`config.mk`:
```
export PLATFORM = sky130hd
export DESIGN_NAME = ifetch_unit_flat
export DESIGN_NICKNAME = d
export VERILOG_FILES = /design/src/rtl/ifetch_unit_pkg.sv /design/src/rtl/ifetch_unit_if.sv /design/src/rtl/ifetch_unit_predecode.sv /design/src/rtl/ifetch_unit.sv /design/src/flat_wrapper.sv
export SDC_FILE = /design/constraint.sdc
export NUM_CORES = 2
export LEC_CHECK = 0
export BUFFER_PORTS_ARGS = -buffer_cell sky130_fd_sc_hd__buf_2
export CORE_ASPECT_RATIO = 1.1
export CORE_MARGIN = 1.5
export CORE_UTILIZATION = 57
export DETAILED_ROUTE_END_ITERATION = 8
export PLACE_DENSITY = 0.78
export SETUP_SLACK_MARGIN = 0.02
export SYNTH_ARGS = -nofsm -noshare
export SYNTH_HDL_FRONTEND = slang
export SYNTH_SLANG_ARGS = --single-unit
```
`constraint.sdc`:
```
create_clock -name clk -period 2.9 [get_ports clk]
set_input_delay 0.58 -clock clk [delete_from_list [all_inputs] [get_ports clk]]
set_output_delay 0.58 -clock clk [all_outputs]
set_load 0.01 [all_outputs]
```
`src/rtl/ifetch_unit_pkg.sv`:
```
`default_nettype none
// ============================================================================
// Module   : ifetch_unit_pkg
// Purpose  : Shared opcode constants, fetch FSM encoding and queue entry
//            layout for the instruction fetch unit.
// Revision : 1.0 - initial release
// ============================================================================
package ifetch_unit_pkg;

  // RV32I major opcodes the static predictor cares about
  localparam logic [6:0] OPC_JAL    = 7'b1101111;
  localparam logic [6:0] OPC_BRANCH = 7'b1100011;
  localparam logic [6:0] OPC_JALR   = 7'b1100111;

  // Fetch FSM: IDLE = no request in flight, WAIT = request in flight,
  // DROP = request in flight whose response must be thrown away
  typedef enum logic [1:0] {
    ST_IDLE = 2'd0,
    ST_WAIT = 2'd1,
    ST_DROP = 2'd2
  } fetch_state_e;

  // One instruction queue slot
  typedef struct packed {
    logic [31:0] inst;
    logic [31:0] pc;
    logic        taken;
  } fetch_entry_t;

endpackage
`default_nettype wire

```
`src/rtl/ifetch_unit_if.sv`:
```
`default_nettype none
// ============================================================================
// Module   : ifetch_unit_if
// Purpose  : Icache request/response and decoder hand-off signals of the
//            fetch unit. master = fetch unit, slave = icache/decoder side.
// Revision : 1.0 - initial release
// ============================================================================
interface ifetch_unit_if;
  logic        icache_req;
  logic [31:0] icache_addr;
  logic        icache_resp_valid;
  logic [31:0] icache_inst;
  logic        issue_stall;
  logic        inst_rdy;
  logic [31:0] inst;
  logic [31:0] inst_PC;
  logic        inst_is_Jump;

  modport master (
    output icache_req, icache_addr, inst_rdy, inst, inst_PC, inst_is_Jump,
    input  icache_resp_valid, icache_inst, issue_stall
  );

  modport slave (
    input  icache_req, icache_addr, inst_rdy, inst, inst_PC, inst_is_Jump,
    output icache_resp_valid, icache_inst, issue_stall
  );
endinterface
`default_nettype wire

```
`src/rtl/ifetch_unit_predecode.sv`:
```
`default_nettype none
// ============================================================================
// Module   : ifetch_predecode
// Purpose  : Static next-PC prediction. JAL and backward conditional
//            branches are predicted taken; everything else (JALR included)
//            falls through to pc+4.
// Revision : 1.0 - initial release
// ============================================================================
module ifetch_predecode
  import ifetch_unit_pkg::*;
(
  input  logic [31:0] i_inst,
  input  logic [31:0] i_pc,
  output logic [31:0] o_next_pc,
  output logic        o_taken
);

  logic [31:0] w_j_imm;
  logic [31:0] w_b_imm;

  // Decode immediates and select the predicted successor PC
  always_comb begin
    w_j_imm   = {{12{i_inst[31]}}, i_inst[19:12], i_inst[20], i_inst[30:21], 1'b0};
    w_b_imm   = {{20{i_inst[31]}}, i_inst[7], i_inst[30:25], i_inst[11:8], 1'b0};
    o_next_pc = i_pc + 32'd4;
    o_taken   = 1'b0;
    case (i_inst[6:0])
      OPC_JAL: begin
        o_next_pc = i_pc + w_j_imm;
        o_taken   = 1'b1;
      end
      OPC_BRANCH: begin
        // sign bit set means negative offset, i.e. a loop back-edge
        if (i_inst[31]) begin
          o_next_pc = i_pc + w_b_imm;
          o_taken   = 1'b1;
        end
      end
      OPC_JALR: begin
        // target is register-relative, cannot be predicted here
        o_next_pc = i_pc + 32'd4;
      end
      default: begin
      end
    endcase
  end

endmodule
`default_nettype wire

```
`src/rtl/ifetch_unit.sv`:
```
`default_nettype none
// ============================================================================
// Module   : ifetch_unit
// Purpose  : Front-end fetch stage. Issues one icache request at a time,
//            predicts the next PC, buffers fetched words in an in-order
//            queue and presents the head to the decoder. Rollback flushes
//            the queue and redirects fetch.
// Revision : 1.0 - initial release
// ============================================================================
module ifetch_unit
  import ifetch_unit_pkg::*;
#(
  parameter int          QUEUE_LOG = 4,
  parameter logic [31:0] RESET_PC  = 32'h0
) (
  input  logic          clk,
  input  logic          rst_n,
  input  logic          rdy,
  input  logic          rollback,
  input  logic [31:0]   rollback_pc,
  ifetch_unit_if.master bus
);

  localparam int                 DEPTH     = 1 << QUEUE_LOG;
  localparam logic [QUEUE_LOG:0] C_DEPTH   = {1'b1, {QUEUE_LOG{1'b0}}};
  localparam logic [QUEUE_LOG:0] C_CNT_ONE = {{QUEUE_LOG{1'b0}}, 1'b1};
  localparam logic [QUEUE_LOG-1:0] C_PTR_ONE = {{(QUEUE_LOG-1){1'b0}}, 1'b1};

  fetch_state_e         state_q, state_d;
  logic [31:0]          pc_q, pc_d;
  logic [QUEUE_LOG-1:0] head_q, head_d;
  logic [QUEUE_LOG-1:0] tail_q, tail_d;
  logic [QUEUE_LOG:0]   count_q, count_d;
  logic                 req_q, req_d;
  logic [31:0]          addr_q, addr_d;
  fetch_entry_t         queue_q [DEPTH];
  fetch_entry_t         entry_d;
  fetch_entry_t         w_head;

  logic                 w_push;
  logic                 w_pop;
  logic [31:0]          w_next_pc;
  logic                 w_taken;
  logic [QUEUE_LOG:0]   w_count_after;

  ifetch_predecode u_predecode (
    .i_inst    (bus.icache_inst),
    .i_pc      (pc_q),
    .o_next_pc (w_next_pc),
    .o_taken   (w_taken)
  );

  assign entry_d       = {bus.icache_inst, pc_q, w_taken};
  assign w_head        = queue_q[head_q];
  assign w_pop         = (count_q != '0) && !bus.issue_stall && !rollback && rdy;
  // occupancy after accepting this cycle's response and any pop
  assign w_count_after = count_q + C_CNT_ONE - {{QUEUE_LOG{1'b0}}, w_pop};

  assign bus.inst_rdy     = w_pop;
  assign bus.inst         = w_head.inst;
  assign bus.inst_PC      = w_head.pc;
  assign bus.inst_is_Jump = w_head.taken;
  assign bus.icache_req   = req_q;
  assign bus.icache_addr  = addr_q;

  // Fetch FSM next state, pc, pointers and request generation
  always_comb begin
    state_d = state_q;
    pc_d    = pc_q;
    head_d  = head_q;
    tail_d  = tail_q;
    count_d = count_q;
    req_d   = req_q;
    addr_d  = addr_q;
    w_push  = 1'b0;
    if (rdy) begin
      req_d = 1'b0;
      if (rollback) begin
        pc_d    = rollback_pc;
        head_d  = tail_q;
        count_d = '0;
        case (state_q)
          // a response arriving with the rollback retires the in-flight
          // request, so nothing is left to drop
          ST_WAIT, ST_DROP: state_d = bus.icache_resp_valid ? ST_IDLE : ST_DROP;
          default:          state_d = ST_IDLE;
        endcase
      end else begin
        case (state_q)
          ST_IDLE: begin
            if (count_q < C_DEPTH) begin
              req_d   = 1'b1;
              addr_d  = pc_q;
              state_d = ST_WAIT;
            end
          end
          ST_WAIT: begin
            if (bus.icache_resp_valid) begin
              w_push = 1'b1;
              pc_d   = w_next_pc;
              tail_d = tail_q + C_PTR_ONE;
              if (w_count_after < C_DEPTH) begin
                req_d  = 1'b1;
                addr_d = w_next_pc;
              end else begin
                state_d = ST_IDLE;
              end
            end
          end
          ST_DROP: begin
            if (bus.icache_resp_valid) state_d = ST_IDLE;
          end
          default: state_d = ST_IDLE;
        endcase
        if (w_pop) head_d = head_q + C_PTR_ONE;
        count_d = count_q + {{QUEUE_LOG{1'b0}}, w_push} - {{QUEUE_LOG{1'b0}}, w_pop};
      end
    end
  end

  // Control state registers
  always_ff @(posedge clk or negedge rst_n) begin
    if (!rst_n) begin
      state_q <= ST_IDLE;
      pc_q    <= RESET_PC;
      head_q  <= '0;
      tail_q  <= '0;
      count_q <= '0;
      req_q   <= 1'b0;
      addr_q  <= '0;
    end else begin
      state_q <= state_d;
      pc_q    <= pc_d;
      head_q  <= head_d;
      tail_q  <= tail_d;
      count_q <= count_d;
      req_q   <= req_d;
      addr_q  <= addr_d;
    end
  end

  // Instruction queue storage, written at the tail on each accepted response
  always_ff @(posedge clk or negedge rst_n) begin
    if (!rst_n) begin
      for (int i = 0; i < DEPTH; i++) queue_q[i] <= '0;
    end else if (w_push) begin
      queue_q[tail_q] <= entry_d;
    end
  end

endmodule
`default_nettype wire
```
`src/flat_wrapper.sv`:
```
// flat-port wrapper written by rule: the top's interface ports become plain ports
module ifetch_unit_flat import ifetch_unit_pkg::*;
#(
  parameter int          QUEUE_LOG = 4,
  parameter logic [31:0] RESET_PC  = 32'h0
)
  (clk, rst_n, rdy, rollback, rollback_pc, bus_icache_req, bus_icache_addr, bus_inst_rdy, bus_inst, bus_inst_PC, bus_inst_is_Jump, bus_icache_resp_valid, bus_icache_inst, bus_issue_stall);
  ifetch_unit_if bus_i ();
  input  logic clk;
  input  logic rst_n;
  input  logic rdy;
  input  logic rollback;
  input  logic [31:0] rollback_pc;
  output wire logic [$bits(bus_i.icache_req)-1:0] bus_icache_req;
  output wire logic [$bits(bus_i.icache_addr)-1:0] bus_icache_addr;
  output wire logic [$bits(bus_i.inst_rdy)-1:0] bus_inst_rdy;
  output wire logic [$bits(bus_i.inst)-1:0] bus_inst;
  output wire logic [$bits(bus_i.inst_PC)-1:0] bus_inst_PC;
  output wire logic [$bits(bus_i.inst_is_Jump)-1:0] bus_inst_is_Jump;
  input wire logic [$bits(bus_i.icache_resp_valid)-1:0] bus_icache_resp_valid;
  input wire logic [$bits(bus_i.icache_inst)-1:0] bus_icache_inst;
  input wire logic [$bits(bus_i.issue_stall)-1:0] bus_issue_stall;
  assign bus_icache_req = bus_i.icache_req;
  assign bus_icache_addr = bus_i.icache_addr;
  assign bus_inst_rdy = bus_i.inst_rdy;
  assign bus_inst = bus_i.inst;
  assign bus_inst_PC = bus_i.inst_PC;
  assign bus_inst_is_Jump = bus_i.inst_is_Jump;
  assign bus_i.icache_resp_valid = bus_icache_resp_valid;
  assign bus_i.icache_inst = bus_icache_inst;
  assign bus_i.issue_stall = bus_issue_stall;
  ifetch_unit #(.QUEUE_LOG(QUEUE_LOG), .RESET_PC(RESET_PC)) u_core (.clk(clk), .rst_n(rst_n), .rdy(rdy), .rollback(rollback), .rollback_pc(rollback_pc), .bus(bus_i));
endmodule
```
# After elaboration in Yosys (flattened, before gate mapping)
# Cells that the tools add are included.
# totals
ff_bits,1120
input_bits,70
# op_classes
order_cmp,5
n_eq_ne,11
addsub,9
n_bitwise,3
mux,39
reduce_logical,18
# ops
operator,count
bitwise mux 1040 bit,1
binary-select mux 65 bit (select 4 bit),1
demux 65 bit (select 4 bit),1
two-way mux 32 bit,7
two-way mux 65 bit,3
case mux 32 bit (2 select lines),2
adder 32 bit,2
adder 32 x 3 -> 32 bit (second input constant),1
== test 7 bit (second input constant),2
two-way mux 2 bit,7
two-way mux 1 bit,11
>= comparator 5 bit (second input constant),2
less-than comparator 5 bit (second input constant),2
NOT 4 -> 5 bit,2
subtractor 5 x 1 -> 5 bit,2
inequality test 3 bit (second input constant),3
adder 4 x 1 -> 4 bit (second input constant),2
two-way mux 4 bit,2
nonzero test 2 bit,4
case mux 2 bit (3 select lines),1
AND reduction 6 bit,1
adder 5 x 1 -> 5 bit,1
adder 5 x 1 -> 5 bit (second input constant),1
less-than comparator 5 x 1 -> 1 bit (second input constant),1
other kinds (17),23

# Longest topological paths before layout
# logic_depth
word_depth,10
ltp_mapped,14

# Cells and area by module
# Synthesis repeated with hierarchy kept, for this count alone.
# hier_totals
cells_unflattened,4196
hier_area_um2,55819.8
# modules_own_cells
mod,cells_per_inst,instances,seq_area_each_um2,area_per_inst_um2
ifetch_unit,3606,1,28026.9,51831.0
ifetch_predecode,590,1,0.0,3988.8

# Least setup slack after synthesis
# OpenSTA, ideal clock, no wires.
# synth_path
kind,input-to-reg
start,input port rdy
end,register u_core.count_q[4]
arrival_time_ps,3436
cell_stages,14
path_slack_ps,-657
required_ps,2779
n_path_buf,1
cell_sequence,buf_2 -> nand2_1 -> a311oi_1 -> inv_1 -> ha_1 -> inv_1 -> ha_1 -> fa_1 -> a21oi_1 -> nor2_1 -> nor2_1 -> xnor2_1 -> o21ai_0 -> a22o_1
# synth_via
elab_chain_len,3
# synth_lines
element,line_no,rtl
"start, declared",flat_wrapper.sv:11,input logic rdy;
logical AND 1 bit,ifetch_unit.sv:55,assign w_pop = (count_q != '0) && !bus.issue_stall && !rollback && rdy;
net bus_inst_rdy,flat_wrapper.sv:16,output wire logic [$bits(bus_i.inst_rdy)-1:0] bus_inst_rdy;
subtractor 5 x 1 -> 5 bit,ifetch_unit.sv:116,"count_d = count_q + {{QUEUE_LOG{1'b0}}, w_push} - {{QUEUE_LOG{1'b0}}, w_pop};"
two-way mux 5 bit,ifetch_unit.sv:78,if (rollback) begin
"end signal, assigned",ifetch_unit.sv:136,count_q <= count_d;
"end, declared",ifetch_unit.sv:33,"logic [QUEUE_LOG:0] count_q, count_d;"
# The timed path passes the listed nets, and every way through them passes these cells.
# A chain may end at the register's enable or synchronous reset.

# Worst setup path in the final report
# layout_path
start,register u_core.head_q[0]
end,output port bus_inst_PC[28]
# layout_via
elab_chain_len,4
# layout_lines
element,line_no,rtl
"start, declared",ifetch_unit.sv:31,"logic [QUEUE_LOG-1:0] head_q, head_d;"
"start signal, assigned",ifetch_unit.sv:126,head_q <= '0;
"start signal, assigned",ifetch_unit.sv:134,head_q <= head_d;
NOT 4 -> 5 bit (implied by the code),ifetch_unit.sv:54,assign w_head = queue_q[head_q];
binary-select mux 65 bit (select 4 bit),ifetch_unit.sv:54,
two-way mux 65 bit (implied by the code) (2 in a row),ifetch_unit.sv:54,
"end, declared",flat_wrapper.sv:18,output wire logic [$bits(bus_i.inst_PC)-1:0] bus_inst_PC;
# Every way passes these cells. The select of a mux whose other input is x is not followed.

==> key figures <==
Clock tree
  • CTS Buf Count: 109
  • Deepest clock path buffer count: 3
  • CTS root buffer: clkbuf_16
  • Sink Count: 1120
  • # H-tree levels: 3
  • Clk pin slew, worst setup/hold paths: 0.06 ns
  • CTS tree: yes
  • Worst-skew pair later-pin latency: 0.70 ns

Logic synthesis
  • Yosys top cell by area: dfrtp_1
  • Post-synth top flop: dfrtp_1
  • Top-area cell type share of the netlist area: 52.15%
  • Distinct cells, synth: 71
  • Asr flop ratio synth: 100.0%
  • Mapped Nets: 3857
  • Synth area leaders: dfrtp_1, mux2_2, mux4_2, clkbuf_1, ha_1
  • Post-Syn Area: 53740 µm²
  • Post-synthesis sequential area ratio: 52.15%
  • Synthesis-stage register bit count: 1120
  • Post-synthesis cell count: 3723
  • YS warnings: 0
  • Syn avg cell area: 14.44 µm²
  • Number of synthesized flops with an enable pin: 0

Floorplan
  • Core area: 92960 µm²
  • Ports: 169
  • FP Rows: 117
  • Full die area: 96140 µm²
  • Die Y: 325.0 µm
  • Chip Width: 295.8 µm
  • Initial Util: 57.81%

Pwr
  • Clock share of power: 27.1%
  • Maximum vdd drop: 0.5873 mV
  • Comb pwr share: 35.2%
  • Part of the power in registers: 37.6%
  • Internal: 37480 µW
  • Leakage: 0.03142 µW
  • PwrDens: 840.4 nW/µm²
  • Sw Pwr: 17200 µW
  • Switching Fraction: 31.46%

Hold path
  • Tightest Hold Check Type: in -> reg
  • Worst hold stages: 2

Timing
  • Slew Limit Fails: 0
  • Final Setup Violations: 80
  • Normalized max-slew margin: 45.56%
  • Post-route worst setup slack: -0.5896 ns
  • Post-Route Hold Slack: 0.1639 ns
  • RSZ-0062 raised after global routing: yes
  • FMAX: 286.6 MHz
  • Final worst-path cycle share: 120.3%
  • Fin. Hold Viols: 0
  • Clk_skew: 0.02854 ns
  • Setup TNS: -34.52 ns
  • Worst-Margin Slew: 0.8165 ns
  • Min Tclk post-route: 3.490 ns

Global route
  • Gr usage total: 31.59%
  • Remaining global-route overflow: 0
  • Initial antenna violation count: 8
  • First-pass GRT wire length: 228.1 mm
  • Vias in the first global route: 37.55k
  • Largest net degree at the start of global routing: 82

Drt
  • Wire per inst: 27.78 µm
  • Routed WL: 152.9 mm
  • Vias per inst: 6.456
  • Initial DRC count: 3060
  • # DRC: 0
  • First-pass DRT Iterations: 8
  • Antenna-violating nets left: 0
  • DR vias: 35.53k

Status
  • Status: complete, but fails checks
  • Failing checks: setup timing

Critical path
  • Worst path slowest cell: mux4_2
  • R2R cell count: 13
  • Max incr delay on CP: 0.53 ns
  • Critical setup path kind: reg -> out
  • CP endpoint kind: primary output
  • Crit path top cell by count: mux4_2
  • Req. time, crit path: 2.32 ns
  • Arr. time, crit path: 2.91 ns
  • CP cell instances: buf_4 > buf_16 > buf_12 > mux4_2 > mux4_2 > buf_2
  • Crit path launch type: flip-flop
  • Crit Path Max Fanout: 17

Placement
  • Dpl cells: 5247
  • Port bufs: 168
  • Hpwl dp: 95.86 mm
  • Routability cong.: 1.014

Cells and area
  • # nets final: 4294
  • Fraction of layout cells with a size suffix above 1: 54.20%
  • Layout Area Growth over Synthesis: 21.06%
  • Fin cells: 5504

Job
  • Max-cap viol count: 0
[metal layers]
layer  vias up  global-route usage, %  share of wire, %
li1      14806                      -                 -
met1     18887                  43.24                40
met2      1489                  49.94                48
met3       345                  6.921               8.4
met4         6                  11.40               3.7
met5         -                      0             0.022
[worst max-delay path, delay by kind of cell, from the launching register on]
family / cells / cell delay (ns)
mux: 2 / 1.05
buf+inv: 4 / 0.68
flops: 1 / 0.46
[per-stage QoR]
stage | worst slack [ns] | total power (µW) | utilization (%) | area [µm²]
2_1_floorplan | -0.1248 | 30640 | - | 53840
6_report | -0.5896 | 54680 | 69.99 | 65060
3_5_place_dp | -0.4641 | 37540 | 63.95 | 59440
4_1_cts | -0.6320 | 52740 | 68.44 | 63620
5_1_grt | -0.6212 | 56930 | 69.99 | 65060
3_3_place_gp | -0.4999 | 37040 | 63.95 | 59440
[final timing paths]
check,start,to,slack [ns]
min reg2reg,u_core.bus.icache_addr[6]$_DFFE_PN0P_,u_core.bus.icache_addr[6]$_DFFE_PN0P_,0.48
min,bus_icache_resp_valid,u_core.state_q[1]$_DFFE_PN0P_,0.16
max reg2reg,u_core.pc_q[1]$_DFFE_PN0P_,u_core.bus.icache_addr[17]$_DFFE_PN0P_,-0.07
max in group asynchronous,rst_n,u_core.queue_q[100]$_DFFE_PN0P_,1.49
min in group asynchronous,rst_n,u_core.queue_q[1023]$_DFFE_PN0P_,0.45
max,u_core.head_q[0]$_DFFE_PN0P_,bus_inst_PC[28],-0.59
[synth_stat cells, types with 3 or more instances]
library cell	number
fa_1	3
a22o_1	4
a21oi_1	93
nand2b_1	3
buf_2	31
dfrtp_1	1120
a311oi_1	5
or3_1	5
a22oi_1	23
nand2_1	151
xor2_1	25
and4_1	7
nor3_1	20
a221oi_1	10
ha_1	61
a221o_1	6
o21a_1	9
o221ai_1	8
nor2_1	65
o21bai_1	4
a2111oi_0	3
o22ai_1	21
a21o_1	26
o21ai_1	16
and2_1	12
buf_1	83
mux2_2	994
mux2i_1	10
a211oi_1	13
nand4_1	24
inv_1	33
nor4_1	7
xnor2_1	40
nand3_1	22
clkbuf_1	223
mux4_2	325
and3_1	13
nor2b_1	6
o21ai_0	149
a31oi_1	5
o211ai_1	6
o31ai_1	4
[area by class of cell]
type / instances / area [µm²]
flip-flops and latches: 1120 / 28050
fillers: 5982 / 27900
multi-input cells: 2233 / 25130
repair buffers: 663 / 6382
clock buffers: 174 / 3373
well taps: 1249 / 1563
clock inverters: 30 / 434.2
inverters: 33 / 123.9
diodes: 2 / 5.005
[repair_timing]
action,CTS,global route
setup endpoints to repair,103,115
endpoints found under the hold margin,15,0
pin swaps,52,61
resized for setup,64,169
cloned,0,18
setup buffers,6,30
hold buffers,1,0
[sequential cells by signal, indices dropped and copies added (netlist names)]
name	cells
u_core.queue_q	1040
u_core.bus.icache_addr	32
u_core.pc_q	32
u_core.count_q	5
u_core.head_q	4
u_core.tail_q	4
u_core.state_q	2
u_core.bus.icache_req	1
[logic make-up after synthesis]
group	after synthesis	share of synthesized area, %
compound gates	430	4.982
xor+xnor	65	1.059
simple gates	345	2.987
flops	1120	52.15
fa+ha+maj	64	1.532
mux	1329	34.63
buf+inv	370	2.656
[cell usage in the layout, fill, tap and decap left out, drive strengths merged, types with 5 or more instances in the layout]
master / n
xor2: 25
o22ai: 21
clkbuf: 189
a21o: 26
ha: 61
a221o: 6
inv: 36
o211ai: 6
o21ai: 165
nor4: 7
or3: 5
nor2b: 7
mux4: 325
nand4: 24
and2: 12
nor2: 65
and4: 7
mux2i: 10
nand3: 22
xnor2: 40
and3: 13
buf: 647
dfrtp: 1120
nor3: 20
mux2: 994
a2111oi: 6
o221ai: 8
a21oi: 95
a211oi: 13
a311oi: 5
o21a: 9
bufinv: 8
a221oi: 10
a22oi: 23
clkinv: 15
nand2: 151
a31oi: 6
[power by group through the flow]
stage               clock network (µW)  logic (µW)  registers [µW]
floorplan                            0       10700           20000
global placement                     0       16600           20500
detailed placement                   0       16900           20700
CTS                              15000       17300           20400
global route                     15700       20400           20800
finish                           14800       19300           20600
Note: power is estimated with default switching activity, not from simulation.
